===== src/rtl/bus_pkg.sv =====
// Shared constants and helpers for the pipelined bus multiplexer.
// Optional feature macro used by this slice: BUS_MUX_PIPE_PARITY_EN.
package bus_pkg;

   localparam int BUS_WIDTH  = 32;
   localparam int BUS_NUM_IN = 16;
   localparam int BUS_MAX_IN = 64;

   // Lowest set index wins; an all-zero vector returns 0.
   function automatic logic [5:0] onehot_to_index(input logic [BUS_MAX_IN-1:0] vec);
      logic [5:0] idx;
      idx = '0;
      for (int i = BUS_MAX_IN - 1; i >= 0; i--) begin
         if (vec[i]) idx = 6'(i);
      end
      return idx;
   endfunction

endpackage


===== src/rtl/onehot_prio_enc.sv =====
// Combinational priority encoder for a one-hot select: lowest set index plus
// zero-hot / multi-hot flags. No state.
module onehot_prio_enc
   import bus_pkg::*;
#(
   parameter int NUM_IN = BUS_NUM_IN,
   parameter int SEL_W  = $clog2(NUM_IN)
) (
   input  logic [NUM_IN-1:0] vec,
   output logic [SEL_W-1:0]  index,
   output logic              zero,
   output logic              multi
);

   logic [BUS_MAX_IN-1:0] w_vec_ext;
   logic [NUM_IN-1:0]     w_rest;

   assign w_vec_ext = BUS_MAX_IN'(vec);
   assign index     = SEL_W'(onehot_to_index(w_vec_ext));
   assign zero      = ~|vec;

   // Clearing the lowest set bit leaves something only when two or more were set.
   assign w_rest    = vec & (vec - NUM_IN'(1));
   assign multi     = |w_rest;

endmodule


===== src/rtl/bus_mux_pipe.sv =====
// Registered NUM_IN:1 bus multiplexer with one-hot select, valid/ready output
// stage and a saturating illegal-select counter. Optional BUS_MUX_PIPE_PARITY_EN.
module bus_mux_pipe
   import bus_pkg::*;
#(
   parameter int WIDTH     = BUS_WIDTH,
   parameter int NUM_IN    = BUS_NUM_IN,
   parameter int SEL_W     = $clog2(NUM_IN),
   parameter int ERR_CNT_W = 8
) (
   input  logic                    clk,
   input  logic                    clr,
   input  logic [NUM_IN*WIDTH-1:0] in_data,
   input  logic [NUM_IN-1:0]       sel_onehot,
   input  logic                    in_valid,
   output logic                    in_ready,
   output logic [WIDTH-1:0]        out_data,
   output logic [SEL_W-1:0]        out_sel,
   output logic                    out_valid,
   input  logic                    out_ready,
   output logic                    out_err,
   output logic [ERR_CNT_W-1:0]    err_count
`ifdef BUS_MUX_PIPE_PARITY_EN
   ,
   output logic                    out_parity
`endif
);

   logic [SEL_W-1:0]     w_index;
   logic                 w_zero;
   logic                 w_multi;
   logic                 w_illegal;
   logic [NUM_IN-1:0]    w_lowest;
   logic [WIDTH-1:0]     w_sel_data;
   logic                 w_accept;
   logic                 w_drain;

   logic [WIDTH-1:0]     r_out_data;
   logic [SEL_W-1:0]     r_out_sel;
   logic                 r_out_valid;
   logic                 r_out_err;
   logic [ERR_CNT_W-1:0] r_err_count;

   onehot_prio_enc #(
      .NUM_IN (NUM_IN),
      .SEL_W  (SEL_W)
   ) u_enc (
      .vec   (sel_onehot),
      .index (w_index),
      .zero  (w_zero),
      .multi (w_multi)
   );

   assign w_illegal = w_zero || w_multi;

   // Isolate the lowest set bit so multi-hot selects pick the same source the
   // encoder reports; zero-hot isolates nothing and yields an all-zero bus.
   always_comb begin
      w_lowest   = sel_onehot & (~sel_onehot + NUM_IN'(1));
      w_sel_data = '0;
      for (int i = 0; i < NUM_IN; i++) begin
         w_sel_data = w_sel_data | (in_data[i*WIDTH +: WIDTH] & {WIDTH{w_lowest[i]}});
      end
   end

   // Handshake: a beat moves on any edge where valid && ready. The stage holds
   // one beat; it is ready when empty or when its beat drains this same cycle.
   assign in_ready = !r_out_valid || out_ready;
   assign w_accept = in_valid && in_ready;
   assign w_drain  = r_out_valid && out_ready;

   always_ff @(posedge clk) begin
      if (clr) begin
         r_out_data  <= '0;
         r_out_sel   <= '0;
         r_out_valid <= 1'b0;
         r_out_err   <= 1'b0;
         r_err_count <= '0;
      end else begin
         if (w_accept) begin
            r_out_data  <= w_sel_data;
            r_out_sel   <= w_index;
            r_out_err   <= w_illegal;
            r_out_valid <= 1'b1;
         end else if (w_drain) begin
            r_out_valid <= 1'b0;
         end
         if (w_accept && w_illegal && (r_err_count != {ERR_CNT_W{1'b1}})) begin
            r_err_count <= r_err_count + ERR_CNT_W'(1);
         end
      end
   end

   assign out_data  = r_out_data;
   assign out_sel   = r_out_sel;
   assign out_valid = r_out_valid;
   assign out_err   = r_out_err;
   assign err_count = r_err_count;

`ifdef BUS_MUX_PIPE_PARITY_EN
   logic r_out_parity;

   always_ff @(posedge clk) begin
      if (clr) begin
         r_out_parity <= 1'b0;
      end else if (w_accept) begin
         r_out_parity <= ^w_sel_data;
      end
   end

   assign out_parity = r_out_parity;
`endif

endmodule

===== config.mk =====
export PLATFORM = sky130hd
export DESIGN_NAME = bus_mux_pipe
export DESIGN_NICKNAME = d
export VERILOG_FILES = /design/src/rtl/bus_pkg.sv /design/src/rtl/onehot_prio_enc.sv /design/src/rtl/bus_mux_pipe.sv
export SDC_FILE = /design/constraint.sdc
export NUM_CORES = 1
export LEC_CHECK = 0
export CORE_AREA = 8 8 217 219
export DETAILED_ROUTE_END_ITERATION = 16
export DIE_AREA = 0 0 225 227
export PLACE_DENSITY_LB_ADDON = 0.05
export RECOVER_POWER = 25
export SYNTH_ARGS = -nofsm -noshare
export SYNTH_HDL_FRONTEND = slang
export SYNTH_SLANG_ARGS = --single-unit

===== constraint.sdc =====
create_clock -name clk -period 4.72 [get_ports clk]
set_input_delay 0.472 -clock clk [delete_from_list [all_inputs] [get_ports clk]]
set_output_delay 0.472 -clock clk [all_outputs]
set_load 0.01 [all_outputs]

# After elaboration in Yosys (flattened, before gate mapping)
# Index checks and enable logic that the tools add are counted.
[classes]
bitwise_logic = 34
muxes = 18
n_reduce_logical = 11
n_addsub = 3
n_eq_ne = 1
[ops]
columns = ["operator", "n"]
rows = [
  ["32-bit bitwise AND", 16],
  ["32-bit bitwise OR", 15],
  ["4-bit 2-to-1 mux", 16],
  ["16-bit bitwise AND", 2],
  ["16-bit OR reduction", 2],
  ["16-bit by 1-bit adder with 16-bit output, second input constant", 1],
  ["16-bit NOT", 1],
  ["16-bit by 1-bit subtractor with 16-bit output, second input constant", 1],
  ["8-bit by 1-bit adder with 8-bit output, second input constant", 1],
  ["8-bit inequality test, second input constant", 1],
  ["1-bit logical AND", 4],
  ["1-bit zero test", 2],
  ["1-bit logical OR", 2],
  ["1-bit 2-to-1 mux", 2],
  ["2-bit nonzero test", 1],
]
[totals]
wordCells = 72
register_bits = 46

# Longest topological paths before layout
# Gate-level depths: netlist (run 1).
[logic_depth]
ltp_word = 19
depth_mapped = 10

# By module
# A second synthesis (run 1) with hierarchy kept.
[unflattened]
cells_unflattened = 761
area_unflattened_um2 = 5601.6
[by_module_without_submodules]
columns = ["module", "seq_area_each_um2", "cells_per_inst", "n_inst", "area_each_um2"]
rows = [
  ["bus_mux_pipe", 920.9, 709, 1, 5252.5],
  ["onehot_prio_enc", 0.0, 52, 1, 349.1],
]

# Least setup slack after synthesis (run 1)
# OpenSTA, ideal clock, no wires.
[synth_path]
path_kind = "in2reg"
start = "input sel_onehot[2]"
end = "register r_err_count[4] (netlist: err_count[4])"
slack_ps = 2139
t_required_ps = 4597
arrival_time_ps = 2458
n_path_buf = 2
path_stages = 9
path_cell_list = "buf_6 -> or4_4 -> or3_1 -> buf_2 -> a21oi_2 -> a21oi_1 -> nor4_4 -> nor3_1 -> mux2_1"
[synth_via]
elab_chain_cells = 6
elab_cells_between_ends = 8
classes_between = "add/sub: 1; bitwise: 1; reduce/logical: 6"
[synth_rtl]
columns = ["item", "line_no", "rtl"]
rows = [
  ["start: declaration", "bus_mux_pipe.sv:14", "input logic [NUM_IN-1:0] sel_onehot,"],
  ["16-bit by 1-bit subtractor with 16-bit output", "onehot_prio_enc.sv:23", "assign w_rest = vec & (vec - NUM_IN'(1));"],
  ["16-bit bitwise AND", "onehot_prio_enc.sv:23", ""],
  ["16-bit OR reduction", "onehot_prio_enc.sv:24", "assign multi = |w_rest;"],
  ["1-bit logical OR (*)", "bus_mux_pipe.sv:54", "assign w_illegal = w_zero || w_multi;"],
  ["1-bit logical AND (*) (2 in series)", "bus_mux_pipe.sv:88", "if (w_accept && w_illegal && (r_err_count != {ERR_CNT_W{1'b1}})) begin"],
  ["end signal: assignment", "bus_mux_pipe.sv:89", "r_err_count <= r_err_count + ERR_CNT_W'(1);"],
  ["end: declaration", "bus_mux_pipe.sv:42", "logic [ERR_CNT_W-1:0] r_err_count;"],
]
# Every way passes the cells marked *; elsewhere a longest branch is shown, timed or not.
# A chain may end at the register's enable or synchronous reset.

# Worst setup path in the final report (run 1)
[layout_path]
start = "input sel_onehot[2]"
end = "register r_out_data[0] (netlist: out_data[0])"
[layout_via]
elab_chain_cells = 18
elab_cells_between_ends = 31
classes_between = "add/sub: 1; bitwise: 30"
[layout_rtl]
columns = ["item", "line_no", "rtl"]
rows = [
  ["16-bit NOT", "bus_mux_pipe.sv:59", "w_lowest = sel_onehot & (~sel_onehot + NUM_IN'(1));"],
  ["16-bit by 1-bit adder with 16-bit output", "bus_mux_pipe.sv:59", ""],
  ["16-bit bitwise AND (*)", "bus_mux_pipe.sv:59", ""],
  ["32-bit bitwise AND", "bus_mux_pipe.sv:62", "w_sel_data = w_sel_data | (in_data[i*WIDTH +: WIDTH] & {WIDTH{w_lowest[i]}});"],
  ["32-bit bitwise OR (13 in series)", "bus_mux_pipe.sv:62", ""],
  ["32-bit bitwise OR (*)", "bus_mux_pipe.sv:62", ""],
  ["end signal: assignment", "bus_mux_pipe.sv:81", "r_out_data <= w_sel_data;"],
  ["end: declaration", "bus_mux_pipe.sv:38", "logic [WIDTH-1:0] r_out_data;"],
]
# Marks and branches as above.

==> results of run 1 <==
==> registers in the layout, indices dropped and copies added (netlist names) <==
name and flops:
out_data 32, out_err 1, out_sel 4, out_valid 1, err_count 8
==> routing by layer <==
metal / vias up / GRT usage / part of all wire / wire length (µm)
met2: 381 / 0.330 / 0.50 / 25800
met4: 18 / 0.0456 / 0.011 / 587
met1: 4065 / 0.218 / 0.40 / 20500
met5: - / 0 / 0.0025 / 127
met3: 41 / 0.0599 / 0.082 / 4190
li1: 4039 / - / - / -
==> cells in the final DEF, fill, tap and decap left out, drive strengths merged, types with 8 or more instances in the layout <==
master           n
clkdlybuf4s50  552
nand2          105
a221oi          83
a21oi           62
a22oi           46
dfxtp           46
nor2            45
and3            36
o2111ai         33
o211ai          32
buf             29
dlygate4sd3     22
a211oi          20
a222oi          18
inv             15
a22o            14
a311oi          14
diode           13
clkinv          11
nor4             8
==> logic make-up (layout without fill, tap and decap cells) <==
family / count (synthesis) / in the layout / share of synthesized area
compound gates: 337 / 337 / 0.502
fa+ha+maj: 3 / 3 / 0.00630
buf+inv: 110 / 636 / 0.0829
flops: 46 / 46 / 0.178
mux: 3 / 3 / 0.00630
other cells: 0 / 13 / 0
simple gates: 235 / 235 / 0.224
==> worst min-delay path: cells and delay by family, from the launching register on <==
kind | cells | cell delay (ps)
flip-flops | 1 | 310
AO/OA/AOI/OAI | 1 | 50
AND/OR/NAND/NOR | 1 | 50
==> area by class of cell <==
cell class | count | share of cell area
Multi-Input combinational cell | 578 | 0.328
Clock buffer | 5 | 0.0107
Antenna cell | 13 | 0.00277
Inverter | 24 | 0.00767
Tap cell | 592 | 0.0631
Timing Repair Buffer | 604 | 0.507
Clock inverter | 3 | 0.00181
Sequential cell | 46 | 0.0784
==> stage by stage <==
| stage | cell area (µm²) | power (µW) |
|---|---|---|
| finish | 11700 | 1630 |
| detailed placement | 11600 | 1260 |
| global placement | 11600 | 1260 |
| global route | 11700 | 1730 |
| CTS | 11700 | 1670 |
| floorplan | 5160 | 638 |
==> power groups by stage <==
| stage | combinational [µW] | sequential, µW | clock, µW |
|---|---|---|---|
| 6_report | 808 | 430 | 390 |
| 5_1_grt | 865 | 434 | 427 |
| 4_1_cts | 821 | 431 | 419 |
| 3_5_place_dp | 818 | 441 | 0 |
| 3_3_place_gp | 819 | 440 | 0 |
| 2_1_floorplan | 189 | 449 | 0 |
==> worst max-delay path by stage <==
stage	to	cells past startpoint
after global routing	out_data[8]	8
final	out_data[0]	9
after CTS	out_data[0]	9
after floorplan	err_count[4]	9
after global placement	out_data[0]	9
after detailed placement	out_data[0]	9
==> run metrics, run 1 <==
FF/Latch Area 921 µm²; Pleak 0.00404 µW; fin worst setup slack 1320 ps; failing checks capacitance limit, slew limit; RD Place Congestion 0.862; CP cell instances clkdlybuf4s50_1, nor4_2, and2_1, and3_1, buf_4, a222oi_1, inv_1, a221oi_1, a211oi_1; Final Setup Violations 0; Critical Path Source Type input port; worst hold slack 459 ps; Setup TNS 0 ps; Num CTS Buffers 5; Placed Cells 1844; wire length per cell 27.4 µm; via count 8544; 1st-pass router iterations 8; reg2reg end out_data[4]; final core occ 0.269; Synth Net Count 1267; most frequent cells after synthesis 105 x nand2_1, 83 x a221oi_1, 79 x clkbuf_1, 61 x a21oi_1; actual slew at the worst max-slew pin 1820 ps; Hold EP out_sel[3]; Int Pwr 1130 µW; total grt overflow 0; final setup skew 6.61 ps; Post-CTS Resized 0; top-count cell post-synth nand2_1; # clock sinks 46; syn_area_per_cell 7.03 µm²; Peak supply drop 0.109 mV; Clock Tree Buf Depth 2; ANT nets after route 0; Cells after Synth 734; Net Sw Frac 0.308; Reg power frac 0.264; area of the multi-input gates 3860 µm²; # hold bufs at CTS 0; # IOs 579; Hold Path Depth 2; DP Wirelength 43400 µm; synth top area cells dfxtp_1 18%, a221oi_1 14%, nand2_1 7.6%; Hold Crit Class reg -> reg; worst r2r path cells 8; top_reg_cell synth dfxtp_1; R2R Setup Slk 1780 ps; Die Span X 225 µm; Post-Syn Area 5160 µm²; Slew Limit Fails 31; initial antenna violation count 22; post-synthesis sequential area ratio 0.178; Non-Filler Instances 1865; Residual DRC 0; Floorplan Core Area 43600 µm²; P per Cell Area 139 nW/µm²; Clk pwr share 0.240; first-pass GRT wire length 69000 µm; hold_sp out_sel[3]; crit end category flip-flop; CP required 4930 ps; fillers 4833; flops & latches, synth 46; area leader, netlist dfxtp_1; Crit Path Category in -> reg; crit path launch sel_onehot[2]; Async S/R FF share, synth 0; number of global-route vias before repair 9076; via/cell ratio 4.58; Arr. time, crit path 3610 ps; CTS tree done; reg2reg start out_valid; Initial Util 0.118; Yosys cell types 51; Syn-to-layout area delta 128%; crit-path max cell delay 780 ps; CTS clk-pin slew, worst paths 70 ps; crit path time final 3400 ps; Crit-path slowest cell and3_1; Tcrit/Tclk final 0.720; worst-skew pair later-pin latency 310 ps; Worst Path Buf+Inv 3; unrepaired setup endpoints after global routing false; CTS Root Cell clkbuf_16; slew margin rel. -0.212; count of warnings emitted by yosys 0; FMAX 294 MHz; pre-CTS setup slack 969 ps; layout cells sized above 1 0.0413; delay-heaviest family, CP simple AND/OR/NAND/NOR gates; WL final 51200 µm; largest net degree at the start of global routing 43; max-cap violations 1; DR iter-0 viols 651; P_sw 501 µW; EDFF count, synth 0; die area 51100 µm²; Nets 1792; worst-path maximum fanout 20; IO buf count 578; final hold vios 0; die height 227 µm; row count 77; Logic pwr share 0.496; Post-CTS Setup Inserts 0; run status finished with violations; Yosys top cell area share 0.178; H-tree levels 2; gr usage total 0.187
No activity file was read; power rests on OpenSTA's default activity.
==> inputs of run 2 (changes only) <==
clock period = 3.3 ns   (was 4.72 ns; I/O delays follow)
==> run metrics, run 2 (same netlist as run 1, synthesis figures left out) <==
area of the multi-input gates 3860 µm² (unchanged); most frequent cells in the layout 552 x clkdlybuf4s50_1, 105 x nand2_1, 83 x a221oi_1; wire length per cell 27.6 µm (+0.41%); Die Span X 225 µm (unchanged); pre-CTS setup slack 5.04 ps (-964 ps); worst-path maximum fanout 32 (+60%); worst r2r path cells 8 (unchanged); RD Place Congestion 0.851 (-1.3%); total grt overflow 0 (unchanged); crit path time final 2990 ps; Crit-path slowest cell clkdlybuf4s50_1; Logic pwr share 0.486 (-0.010); CP required 3410 ps (-1520 ps); layout cells sized above 1 0.0525 (+0.0112); FF/Latch Area 921 µm² (unchanged); via count 8506 (-0.44%); final setup skew 10.0 ps (+3.41 ps); DR iter-0 viols 444 (-32%); Floorplan Core Area 43600 µm² (unchanged); run status finished with violations; FMAX 334 MHz; actual slew at the worst max-slew pin 2020 ps (+205 ps); Crit Path Category in -> reg; fillers 4761 (-1.5%); Nets 1808 (+0.89%); P per Cell Area 201 nW/µm² (+45%); Post-DP Area 11800 µm² (+2.0%); # clock sinks 46 (unchanged); Initial Util 0.118 (unchanged); CTS Root Cell clkbuf_16; Residual DRC 0 (unchanged); CP cell instances clkdlybuf4s50_1, nor4b_2, buf_4, nand2_1, o2111ai_1, a221oi_1, o211ai_1, a221oi_1, a211oi_1; initial antenna violation count 11 (-50%); final hold vios 0 (unchanged); ANT nets after route 0 (unchanged); Peak supply drop 0.159 mV (+46%); Reg power frac 0.255 (-0.009); DP Wirelength 43700 µm (+0.62%); slew margin rel. -0.349 (-0.137); crit path launch sel_onehot[3]; Worst Path Buf+Inv 2 (-1); Tcrit/Tclk final 0.907; Final Setup Violations 0 (unchanged); Clock Tree Buf Depth 2 (unchanged); IO buf count 578 (unchanged); P_sw 706 µW (+41%); Int Pwr 1700 µW (+51%); number of global-route vias before repair 9063 (-0.14%); max-cap violations 1 (unchanged); max reg flops 32 (unchanged); commonest non-fill, non-tap cell in the layout clkdlybuf4s50_1; final core occ 0.274 (+0.00528); Arr. time, crit path 3100 ps (-510 ps); WL final 51600 µm (+0.79%); first-pass GRT wire length 70100 µm (+1.5%); CTS tree done; H-tree levels 2 (unchanged); via/cell ratio 4.54 (-0.82%); Post-CTS Resized 0 (unchanged); # IOs 579 (unchanged); reg2reg end out_data[5]; Post-CTS Setup Inserts 0 (unchanged); die height 227 µm (unchanged); Net Sw Frac 0.294 (-0.0143); reg2reg start out_valid; critical path depth in cells 9 (unchanged); row count 77 (unchanged); largest net degree at the start of global routing 51 (+19%); worst setup path endpoint out_data[5]; unrepaired setup endpoints after global routing false; hold_sp sel_onehot[0]; R2R Setup Slk 580 ps (-1200 ps); Hold Crit Class in -> reg; die area 51100 µm² (unchanged); # hold bufs at CTS 0 (unchanged); crit end category flip-flop; CP most frequent cell a221oi_1; Pleak 0.00415 µW (+2.7%); Num CTS Buffers 5 (unchanged); Slew Limit Fails 35 (+13%); Setup TNS 0 ps (unchanged); Clk pwr share 0.259 (+0.019); Critical Path Source Type input port; fin worst setup slack 307 ps (-1020 ps); CTS clk-pin slew, worst paths 80 ps (about the same); 1st-pass router iterations 5 (-3); Final Cell Area 12000 µm² (+2.0%); worst-skew pair later-pin latency 310 ps (about the same); failing checks capacitance limit, slew limit; gr usage total 0.189 (+0.00142); delay-heaviest family, CP compound AO/OA/AOI/OAI gates; Syn-to-layout area delta 132%; crit-path max cell delay 530 ps (-250 ps)
run 2: cell count changes in the layout (fill, tap and decap cells not counted):
| cell | change |
|---|---|
| clkinv_4 | -1 |
| buf_4 | +7 |
| bufinv_16 | +1 |
| clkinv_2 | -1 |
| buf_12 | +9 |
| diode_2 | -9 |
| clkbuf_1 | +1 |
run 2: power by group through the flow:
stage	registers, µW	clock network, µW	logic [µW]
floorplan	642	0	270
global placement	627	0	1180
detailed placement	627	0	1190
CTS	614	650	1190
global route	618	664	1250
finish	613	624	1170
run 2: worst min path at each step:
stage                     cells after the start          to  slack (ps)
after floorplan                               2   out_valid         460
after global placement                        2  out_sel[3]         450
after detailed placement                      2  out_sel[3]         450
after CTS                                     2  out_sel[0]         370
after global routing                          2  out_sel[0]         390
final                                         2  out_sel[0]         370
run 2: routing by layer:
metal,GRT usage,up-vias,part of all wire
met4,0.0281,18,0.0094
met5,0,-,0.0021
met3,0.0569,34,0.080
li1,-,4060,-
met1,0.229,4043,0.42
met2,0.330,351,0.49
run 2: layout make-up:
type / instances / area share
inverters: 24 / 0.00752
diodes: 4 / 0.000836
repair buffers: 620 / 0.517
clock buffers: 6 / 0.0108
clock inverters: 2 / 0.00313
multi-input cells: 578 / 0.322
well taps: 592 / 0.0618
flip-flops and latches: 46 / 0.0769
run 2: stage by stage:
stage                     hold WS [ps]  power (µW)  instances
after floorplan                    459         912        734
after global placement             446        1810       1860
after detailed placement           453        1810       1860
after CTS                          367        2450       1868
after global routing               386        2540       1868
final                              369        2410       1872
==> inputs of run 3 (changes only) <==
CTS_BUF_LIST = sky130_fd_sc_hd__clkbuf_2   (was unset)
==> run metrics, run 3 (same netlist as run 1, synthesis figures left out) <==
max reg flops 32 (unchanged); gr usage total 0.189 (about the same); initial antenna violation count 13 (+2); crit-path max cell delay 730 ps (+200 ps); number of global-route vias before repair 9047 (-0.18%); worst-skew pair later-pin latency 550 ps (+240 ps); CTS clk-pin slew, worst paths 270 ps (+190 ps); worst hold slack 124 ps (-246 ps); Initial Util 0.118 (unchanged); met3 Use GR 0.0571 (+0.000129); RD Place Congestion 0.851 (unchanged); largest net degree at the start of global routing 51 (unchanged); Tcrit/Tclk final 0.832 (-0.0753); Pleak 0.00411 µW (-1.1%); die height 227 µm (unchanged); CP cell instances buf_2, clkbuf_2, inv_1, buf_4, and3_1, a21oi_1, o211ai_1, a221oi_1, a211oi_1; layout cells sized above 1 0.0533 (+0.000784); die area 51100 µm² (unchanged); DP Wirelength 43700 µm (unchanged); Post-CTS Resized 0 (unchanged); Post-CTS Setup Inserts 0 (unchanged); Post-DP Area 11800 µm² (unchanged); Peak supply drop 0.133 mV (-17%); final hold vios 0 (unchanged); ANT nets after route 0 (unchanged); FF/Latch Area 921 µm² (unchanged); Setup TNS 0 ps (unchanged); DR iter-0 viols 429 (-3.4%); Nets 1808 (unchanged); Syn-to-layout area delta 130%; 1st-pass router iterations 5 (unchanged); most frequent cells in the layout 555 x clkdlybuf4s50_1, 105 x nand2_1, 83 x a221oi_1; WL final 51600 µm (about the same); final setup skew 49.4 ps (+39.3 ps); GR Util met2 0.329 (-0.00137); # IOs 579 (unchanged); crit end category flip-flop; slew margin rel. 0.159 (+0.508); IO buf count 578 (unchanged); pre-CTS setup slack 5.04 ps (unchanged); crit path time final 2740 ps (-249 ps); met1 Use GR 0.230 (about the same); wire length per cell 27.5 µm (-0.14%); Placed Cells 1860 (unchanged); Crit-path slowest cell clkbuf_2; H-tree levels 2 (unchanged); total grt overflow 0 (unchanged); Critical Path Source Type input port; CP required 3700 ps (+290 ps); commonest non-fill, non-tap cell in the layout clkdlybuf4s50_1; Crit Path Category in -> reg; worst-path maximum fanout 36 (+13%); # hold bufs at CTS 0 (unchanged); Floorplan Core Area 43600 µm² (unchanged); Arr. time, crit path 3140 ps (+40 ps); fin worst setup slack 555 ps (+249 ps); Num CTS Buffers 5 (unchanged); Non-Filler Instances 1875 (+0.16%); busiest layer in global routing met2; Hold Crit Class in -> reg; first-pass GRT wire length 70100 µm (unchanged); Final Cell Area 11900 µm² (-0.85%); CTS Root Cell clkbuf_2; Slew Limit Fails 0 (-100%); P per Cell Area 182 nW/µm² (-9.6%); unrepaired setup endpoints after global routing false; via count 8497 (-0.11%); fillers 4770 (+0.19%); # clock sinks 46 (unchanged); Residual DRC 0 (unchanged); Final Setup Violations 0 (unchanged); actual slew at the worst max-slew pin 1260 ps (-767 ps); CTS tree done; Clock Tree Buf Depth 2 (unchanged); FMAX 364 MHz (+9.1%); area of the multi-input gates 3850 µm² (-0.16%); via/cell ratio 4.53 (-0.27%); Die Span X 225 µm (unchanged); max-cap violations 0 (-1); row count 77 (unchanged); run status completed
-- run 3: path summary, 6_finish.rpt --
kind,startpoint,end,slack [ps],cells after the start
setup / recovery,sel_onehot[6],out_data[22],560,9
hold / removal,sel_onehot[0],out_sel[0],120,2
hold reg to reg,out_sel[3],out_sel[3],480,2
setup reg to reg,out_valid,out_data[5],720,8
-- run 3: area by class of cell --
type	instances	area share
Timing Repair Buffer	620	0.521
Multi-Input combinational cell	578	0.324
Sequential cell	46	0.0775
Tap cell	592	0.0624
Inverter	24	0.00759
Clock inverter	2	0.00316
Clock buffer	6	0.00253
Antenna cell	7	0.00148
-- run 3: stage by stage --
stage | utilization | total power [µW]
after global placement | 0.270 | 1810
after floorplan | - | 912
after detailed placement | 0.270 | 1810
after global routing | 0.272 | 2290
final | 0.272 | 2160
after CTS | 0.272 | 2210
-- run 3: worst max-delay path: cells and delay by family --
family          cells  cell delay, ps
simple gates        1             170
buf+inv             4            1710
compound gates      4             940
-- run 3: power by group --
part | internal, µW | total, µW | switching, µW
clock network | 130 | 370 | 240
logic | 749 | 1170 | 420
registers | 595 | 616 | 20.7
-- run 3: layer usage --
layer | vias up | part of all wire
met1 | 4035 | 0.41
met5 | - | 0.0021
met2 | 345 | 0.49
met4 | 18 | 0.011
li1 | 4064 | -
met3 | 35 | 0.081
